### src/rtl/pipe_pkg.sv
// Shared widths, opcode encoding and the ID/EX payload for the operand-fetch stage.
package pipe_pkg;

    localparam int unsigned DATA_W = 8;
    localparam int unsigned ADDR_W = 3;
    localparam int unsigned NREG   = 1 << ADDR_W;
    localparam int unsigned OP_W   = 4;

    // All 16 encodings are named, so any decoded opcode casts cleanly.
    typedef enum logic [OP_W-1:0] {
        OpNop, OpAdd, OpSub, OpAnd, OpOr,  OpXor, OpShl, OpShr,
        OpLd,  OpSt,  OpMov, OpLi,  OpBeq, OpBne, OpJmp, OpHalt
    } op_e;

    typedef struct packed {
        op_e               op;
        logic [ADDR_W-1:0] rd;
        logic              wen;
        logic [DATA_W-1:0] a;
        logic [DATA_W-1:0] b;
    } id_ex_t;

endpackage

### src/rtl/operand_scoreboard.sv
// Per-register busy bits with set-over-clear priority, plus RAW/WAW hazard detection.
module operand_scoreboard
    import pipe_pkg::*;
(
    input  logic              clk,
    input  logic              rst,
    input  logic [ADDR_W-1:0] rs1,
    input  logic [ADDR_W-1:0] rs2,
    input  logic              use_rs2,
    input  logic [ADDR_W-1:0] rd,
    input  logic              wen,
    input  logic              set_en,
    input  logic              wb_valid,
    input  logic [ADDR_W-1:0] wb_reg,
    output logic              h1,
    output logic              h2,
    output logic              hw,
    output logic [NREG-1:0]   busy
);

    logic [NREG-1:0] busy_d, busy_q;

    // A retiring producer satisfies its consumer this cycle through the bypass.
    always_comb begin
        h1 = busy_q[rs1] && !(wb_valid && wb_reg == rs1);
        h2 = use_rs2 && busy_q[rs2] && !(wb_valid && wb_reg == rs2);
        hw = wen && busy_q[rd] && !(wb_valid && wb_reg == rd);
    end

    always_comb begin
        busy_d = busy_q;
        if (wb_valid) busy_d[wb_reg] = 1'b0;
        if (set_en)   busy_d[rd]     = 1'b1;
    end

    always_ff @(posedge clk or posedge rst) begin
        if (rst) busy_q <= '0;
        else     busy_q <= busy_d;
    end

    assign busy = busy_q;

endmodule

### src/rtl/operand_fetch.sv
// Operand fetch: register-file read addressing, writeback bypass, scoreboard stall
// and the ID/EX output register.
module operand_fetch
    import pipe_pkg::*;
(
    input  logic              clk,
    input  logic              rst,
    input  logic              in_valid,
    output logic              in_ready,
    input  logic [OP_W-1:0]   in_op,
    input  logic [ADDR_W-1:0] in_rd,
    input  logic              in_wen,
    input  logic [ADDR_W-1:0] in_rs1,
    input  logic [ADDR_W-1:0] in_rs2,
    input  logic              in_use_rs2,
    output logic [ADDR_W-1:0] rf_read_reg1,
    output logic [ADDR_W-1:0] rf_read_reg2,
    input  logic [DATA_W-1:0] rf_data1,
    input  logic [DATA_W-1:0] rf_data2,
    input  logic              wb_valid,
    input  logic [ADDR_W-1:0] wb_reg,
    input  logic [DATA_W-1:0] wb_data,
    output logic              out_valid,
    input  logic              out_ready,
    output logic [OP_W-1:0]   out_op,
    output logic [ADDR_W-1:0] out_rd,
    output logic              out_wen,
    output logic [DATA_W-1:0] out_a,
    output logic [DATA_W-1:0] out_b,
    output logic [NREG-1:0]   busy_mask,
    output logic [15:0]       stall_count
);

    logic              h1, h2, hw, hazard, accept;
    logic [DATA_W-1:0] op_a, op_b;
    logic              valid_q;
    id_ex_t            id_ex_q;
    logic [15:0]       stall_q;

    assign rf_read_reg1 = in_rs1;
    assign rf_read_reg2 = in_rs2;

    // The register file only updates at the edge, so a same-cycle writeback is forwarded.
    assign op_a = (wb_valid && wb_reg == in_rs1) ? wb_data : rf_data1;
    assign op_b = (wb_valid && wb_reg == in_rs2) ? wb_data : rf_data2;

    assign hazard   = h1 || h2 || hw;
    assign in_ready = (!valid_q || out_ready) && !hazard;
    assign accept   = in_valid && in_ready;

    operand_scoreboard u_scoreboard (
        .clk      (clk),
        .rst      (rst),
        .rs1      (in_rs1),
        .rs2      (in_rs2),
        .use_rs2  (in_use_rs2),
        .rd       (in_rd),
        .wen      (in_wen),
        .set_en   (accept && in_wen),
        .wb_valid (wb_valid),
        .wb_reg   (wb_reg),
        .h1       (h1),
        .h2       (h2),
        .hw       (hw),
        .busy     (busy_mask)
    );

    always_ff @(posedge clk or posedge rst) begin
        if (rst) begin
            valid_q <= 1'b0;
            id_ex_q <= '0;
        end else if (accept) begin
            valid_q    <= 1'b1;
            id_ex_q.op  <= op_e'(in_op);
            id_ex_q.rd  <= in_rd;
            id_ex_q.wen <= in_wen;
            id_ex_q.a   <= op_a;
            id_ex_q.b   <= op_b;
        end else if (out_ready) begin
            valid_q <= 1'b0;
        end
    end

    // Only scoreboard hazards are counted; pure backpressure is not.
    always_ff @(posedge clk or posedge rst) begin
        if (rst) begin
            stall_q <= '0;
        end else if (in_valid && hazard && stall_q != 16'hFFFF) begin
            stall_q <= stall_q + 16'd1;
        end
    end

    assign out_valid   = valid_q;
    assign out_op      = id_ex_q.op;
    assign out_rd      = id_ex_q.rd;
    assign out_wen     = id_ex_q.wen;
    assign out_a       = id_ex_q.a;
    assign out_b       = id_ex_q.b;
    assign stall_count = stall_q;

endmodule
### config.mk
export PLATFORM = sky130hd
export DESIGN_NAME = operand_fetch
export DESIGN_NICKNAME = d
export VERILOG_FILES = /design/src/rtl/pipe_pkg.sv /design/src/rtl/operand_scoreboard.sv /design/src/rtl/operand_fetch.sv
export SDC_FILE = /design/constraint.sdc
export NUM_CORES = 1
export LEC_CHECK = 0
export ABC_AREA = 1
export CAP_MARGIN = 20
export CORE_AREA = 2 2 85 87
export DETAILED_ROUTE_END_ITERATION = 8
export DIE_AREA = 0 0 87 89
export PLACE_DENSITY = 0.79
export SLEW_MARGIN = 0
export SYNTH_ARGS = -nofsm -noshare
export SYNTH_HDL_FRONTEND = slang
export SYNTH_SLANG_ARGS = --single-unit
### constraint.sdc
create_clock -name clk -period 2 [get_ports clk]
set_clock_uncertainty 0.1 [all_clocks]
set_input_delay 0.4 -clock clk [delete_from_list [all_inputs] [get_ports clk]]
set_output_delay 0.4 -clock clk [all_outputs]
set_load 0.05 [all_outputs]
# Word level (Yosys, flattened, before mapping)
# Index checks and enable logic that the tools add are counted.
[classes]
mux = 16
addsub = 1
shifts = 0
div_mod_pow = 0
n_reduce_logical = 24
multipliers = 0
bitwise_logic = 3
order_cmp = 6
n_eq_ne = 4
[op_table]
columns = ["op", "n"]
rows = [
  ["$mux 8", 4],
  ["$add 16x1->16 const B", 1],
  ["$lt 3x4->1 const B", 4],
  ["$ne 16x16->1 const B", 1],
  ["$logic_and 1x1->1", 15],
  ["$bmux 1 s3", 3],
  ["$eq 3x3->1", 3],
  ["$and 8x8->8", 1],
  ["$not 8->8", 1],
  ["$or 8x8->8", 1],
  ["$mux 1", 7],
  ["$demux 1 s3", 2],
  ["$ge 3x1->1 const B", 2],
  ["$logic_not 1->1", 5],
  ["$logic_or 1x1->1", 3],
  ["$reduce_bool 2->1", 1],
]
[word_totals]
mem_bits_ro = 0
input_bits = 47
memories = 0
latch_bits = 0
register_bits = 49
elab_cells = 62
ram_bits = 0

# Longest topological paths before layout
[depth]
depth_word = 11
depth_mapped = 14
mapped_depth_nobuf = 14

# Cells and area by module
# From an unflattened synthesis, not the netlist that was laid out.
[hier_totals]
hier_cells = 482
hier_area_um2 = 3193.1
[by_module_without_submodules]
columns = ["module", "area_each_um2", "cells_each", "seq_area_each_um2", "n_inst"]
rows = [
  ["operand_fetch", 2433.6, 349, 1026.0, 1],
  ["operand_scoreboard", 759.5, 133, 200.2, 1],
]

# Least setup slack after synthesis
# No wires, ideal clock.
[synth_timing]
path_kind = "register to register"
start = "register stall_q[0] (netlist: stall_count[0])"
end = "register stall_q[3] (netlist: stall_count[3])"
required_ns = 1.780
slack_ns = -0.182
path_buffers = 1
setup_time_ns = 0.120
path_stages_with_launch = 12
arrival_ns = 1.961
path_cell_list = "dfrtp_1 ha_1 nand3_1 nor2_1 nand2_1 o31ai_1 inv_1 nand2_2 inv_2 buf_6 nand3b_1 nand2_1"
[synth_between]
elab_chain_cells = 2
word_cells_on_any_way = 3
cone_classes = "add/sub: 1; eq/ne: 1; reduce/logical: 1"
[synth_lines]
columns = ["item", "line", "text"]
rows = [
  ["start: declaration", "operand_fetch.sv:38", "logic [15:0] stall_q;"],
  ["start signal: assignment", "operand_fetch.sv:89", "stall_q <= stall_q + 16'd1;"],
  ["parallel branches: the longest is 2 deep, another holds $add 16x1->16", "-", ""],
]
# Parallel ways; which one is timed is not known.
# A chain may end at the register's enable or synchronous reset.

# Final worst setup path
[layout_timing]
start = "register u_scoreboard.busy_q[7] (netlist: u_scoreboard.busy[7])"
end = "output in_ready"
[layout_between]
elab_chain_cells = 8
word_cells_on_any_way = 15
cone_classes = "mux: 6; reduce/logical: 9"
[layout_lines]
columns = ["item", "line", "text"]
rows = [
  ["start: declaration", "operand_scoreboard.sv:21", "logic [NREG-1:0] busy_d, busy_q;"],
  ["start signal: assignment", "operand_scoreboard.sv:38", "else busy_q <= busy_d;"],
  ["$bmux 1 s3", "operand_scoreboard.sv:26", "h2 = use_rs2 && busy_q[rs2] && !(wb_valid && wb_reg == rs2);"],
  ["$mux 1 (not written as such)", "operand_scoreboard.sv:26", ""],
  ["$logic_and 1x1->1 (2 in series)", "operand_scoreboard.sv:26", ""],
  ["$logic_or 1x1->1", "operand_fetch.sv:47", "assign hazard = h1 || h2 || hw;"],
  ["$logic_or 1x1->1 (*)", "operand_fetch.sv:47", ""],
  ["$logic_not 1->1 (*)", "operand_fetch.sv:48", "assign in_ready = (!valid_q || out_ready) && !hazard;"],
  ["$logic_and 1x1->1 (*)", "operand_fetch.sv:48", ""],
  ["end: declaration", "operand_fetch.sv:9", "output logic in_ready,"],
]
# Every way passes the cells marked *; elsewhere a longest branch is shown, timed or not. The select of a mux whose other input is x is not followed.

==> results by group <==
Layout
  • # diodes: 0
  • Fin nets: 619
  • P&R area growth vs syn: 48.70%
  • Non-Filler Instances: 652
  • Share of post-route cells with drive strength above 1: 0.2448

Setup path
  • Crit end category: primary output
  • Critical Path Start Type: register
  • Reg2Reg Setup Slack: 90 ps
  • RR Endpoint: stall_count[6]$_DFFE_PP0P_
  • Req. time, crit path: 1500 ps
  • R2r startpoint: u_scoreboard.busy[7]$_DFF_PP0_
  • Crit Path Max Fanout: 5
  • Setup Crit Path Kind: reg2out
  • Crit path from: u_scoreboard.busy[7]$_DFF_PP0_
  • WP data arrival: 1550 ps
  • Worst r2r path cells: 12

Clocking
  • CTS Hold Buffers Added: 0
  • Clock sink count: 49
  • CTS max path bufs: 2
  • CTS tree: built
  • TritonCTS Buffers: 5
  • Worst-path clk slew: 90 ps
  • CTS root buf: clkbuf_8
  • H-tree depth: 2
  • Clock latency reported for the late side of the worst-skew pair: 300 ps

Synth
  • Yosys top cell area share: 0.4051
  • Post-synth EDFFs: 0
  • Top cells by count, synth: nand2_1 (174), dfrtp_1 (49), nand3_1 (48)
  • Top cell type by total area after synthesis: dfrtp_1
  • Top-count cell post-synth: nand2_1
  • Post-Synthesis Cell Area: 0.003027 mm^2
  • Synth Flop Type: dfrtp_1
  • Seq cells post-synth: 49
  • Syn nets: 485
  • Register area share after synthesis: 0.4051
  • Unique masters post-synth: 26
  • Mapped Cells: 437
  • Largest cells by area after synthesis: dfrtp_1 (41%), nand2_1 (22%), nand3_1 (7.9%)
  • Mean Syn Cell Area: 6.926 um^2
  • Post-synthesis async set-or-reset flop share: 1.000
  • Ys Warns: 0

Min path
  • Hold Path Depth: 3
  • Hold Path Sink: out_rd[1]$_DFFE_PP0P_
  • Worst hold path class: in2reg
  • HP Start: in_rd[1]

Routing
  • Routed vias: 3331
  • WL/cell: 13.92 um
  • DRC Markers: 0
  • DRT iter0 DRCs: 293
  • 1st-pass router iterations: 5
  • ANT nets after route: 0
  • Vias per cell: 5.109
  • Post-Route WL: 9.078 mm

Pwr
  • Pwr/cell area: 1035 mW/mm^2
  • Peak supply drop: 0.6399 mV
  • Pleak: 2.397 nW

Floorplan
  • Core Footprint: 0.006719 mm^2
  • Die width: 87 um
  • Die area: 0.007743 mm^2
  • Die Ht: 89 um
  • Boundary pin count: 103
  • Standard-cell rows: 30
  • Starting Density: 0.4505

Timing
  • Fin Setup TNS: -45.80 ps
  • Count of final setup violators: 1
  • Least-Margin Pin Slew: 518.0 ps
  • Max Slew Vio Count: 0
  • Fin. Hold Viols: 0
  • Final period utilization: 1.023
  • Fmax: 0.4888 GHz
  • Setup WS post-layout: -45.80 ps
  • RSZ-0062 raised after global routing: true
  • Slew margin rel.: 0.6541
  • Min Tclk post-route: 2046 ps

GRT
  • Initial antenna violation count: 0
  • Vias in the first global route: 3048
  • Largest net degree at the start of global routing: 50
  • Global router's overall resource usage: 0.2295
  • Grt total ovfl: 0
  • Global-route wire length before repair: 14.12 mm

Placement
  • IO Port Bufs: 102
  • Detailed placer's ending HPWL: 6.622 mm
  • DP Cell Count: 632
  • Gpl congestion: 0.9684

Outcome
  • Outcome: finished, violations left
  • Failing checks: negative setup slack

Run
  • Max_cap viols: 0
==> routing by layer <==
metal	wire (um)	global-route usage
met5	0	0
met4	199	0.08097
met3	825	0.04986
met2	4239	0.3789
met1	3814	0.2992
==> critical path, stage by stage, from the launching register on <==
cell and delay [ps]:
dfrtp_1 470, inv_1 90, nand2_1 50, nand3_1 80
nand3_1 90, nand3_2 110, nand3_4 110, nor2_8 110
buf_12 140
==> cell usage in the layout, fill, tap and decap left out, drive strengths merged <==
cell	count
nor3	14
o21ai	37
clkbuf	7
nand3	50
xnor2	3
xor2	5
a21oi	2
nor2	17
nand2	178
dlymetal6s2s	7
buf	96
bufinv	1
nand4	9
o31ai	1
clkdlybuf4s50	35
nand3b	3
clkdlybuf4s15	4
inv	46
clkinv	1
dfrtp	49
dlygate4sd2	6
ha	1
==> flip-flops by register name, summed over array words and instances, names as in the netlist <==
name / cells
out_valid: 1
u_scoreboard.busy: 8
out_wen: 1
out_a: 8
out_op: 4
stall_count: 16
out_rd: 3
out_b: 8
==> worst max path at each step <==
stage                                                 to
final                                           in_ready
after global routing                            in_ready
after CTS                                       in_ready
after detailed placement  u_scoreboard.busy[4]$_DFF_PP0_
after global placement             out_op[1]$_DFFE_PP0P_
after floorplan                                 in_ready
==> power breakdown <==
group          switching, W  internal, W  leakage (nW)  total, W
combinational       0.00166     0.000808          1.72   0.00247
sequential         0.000224      0.00126         0.618   0.00149
clock              0.000327     0.000376        0.0554  0.000703
==> final cells by class <==
| type | count | area [um^2] |
|---|---|---|
| repair buffers | 149 | 1371 |
| well taps | 80 | 100.1 |
| fillers | 569 | 2218 |
| clock inverters | 2 | 38.79 |
| flip-flops and latches | 49 | 1237 |
| inverters | 46 | 175.2 |
| clock buffers | 6 | 72.57 |
| multi-input cells | 320 | 1505 |
==> logic make-up (layout without fill, tap and decap cells) <==
kind of cell               Yosys count  count (layout)  share of synthesized area
and+or+nand+nor                    270             271                     0.3886
buffers and inverters               69             203                     0.1120
DFF                                 49              49                     0.4051
AOI/OAI and AO/OA                   40              40                    0.06697
xor gates and xnor gates             8               8                    0.02315
adders and majority gates            1               1                   0.004133
==> through the flow <==
stage          setup WS [ps]  total power, W    util  hold slack (ps)  instance area (um^2)
3_5_place_dp          -541.4        0.003879  0.6315            359.7                  4243
2_1_floorplan          6.595        0.003030       -            380.6                  3033
4_1_cts               -53.93        0.004624  0.6592            352.3                  4429
5_1_grt               -118.9        0.004913  0.6698            323.0                  4501
6_report              -45.80        0.004660  0.6698            293.1                  4501
3_3_place_gp          -476.6        0.003845  0.6315            355.0                  4243
==> what timing repair did <==
item                                    CTS  global route
endpoints found under the setup margin   50            51
gates resized for setup                  42            24
setup buffers                             8             3
gates cloned                              0             1
pin swaps                                12             5
Power figures use the tool's default switching activity.
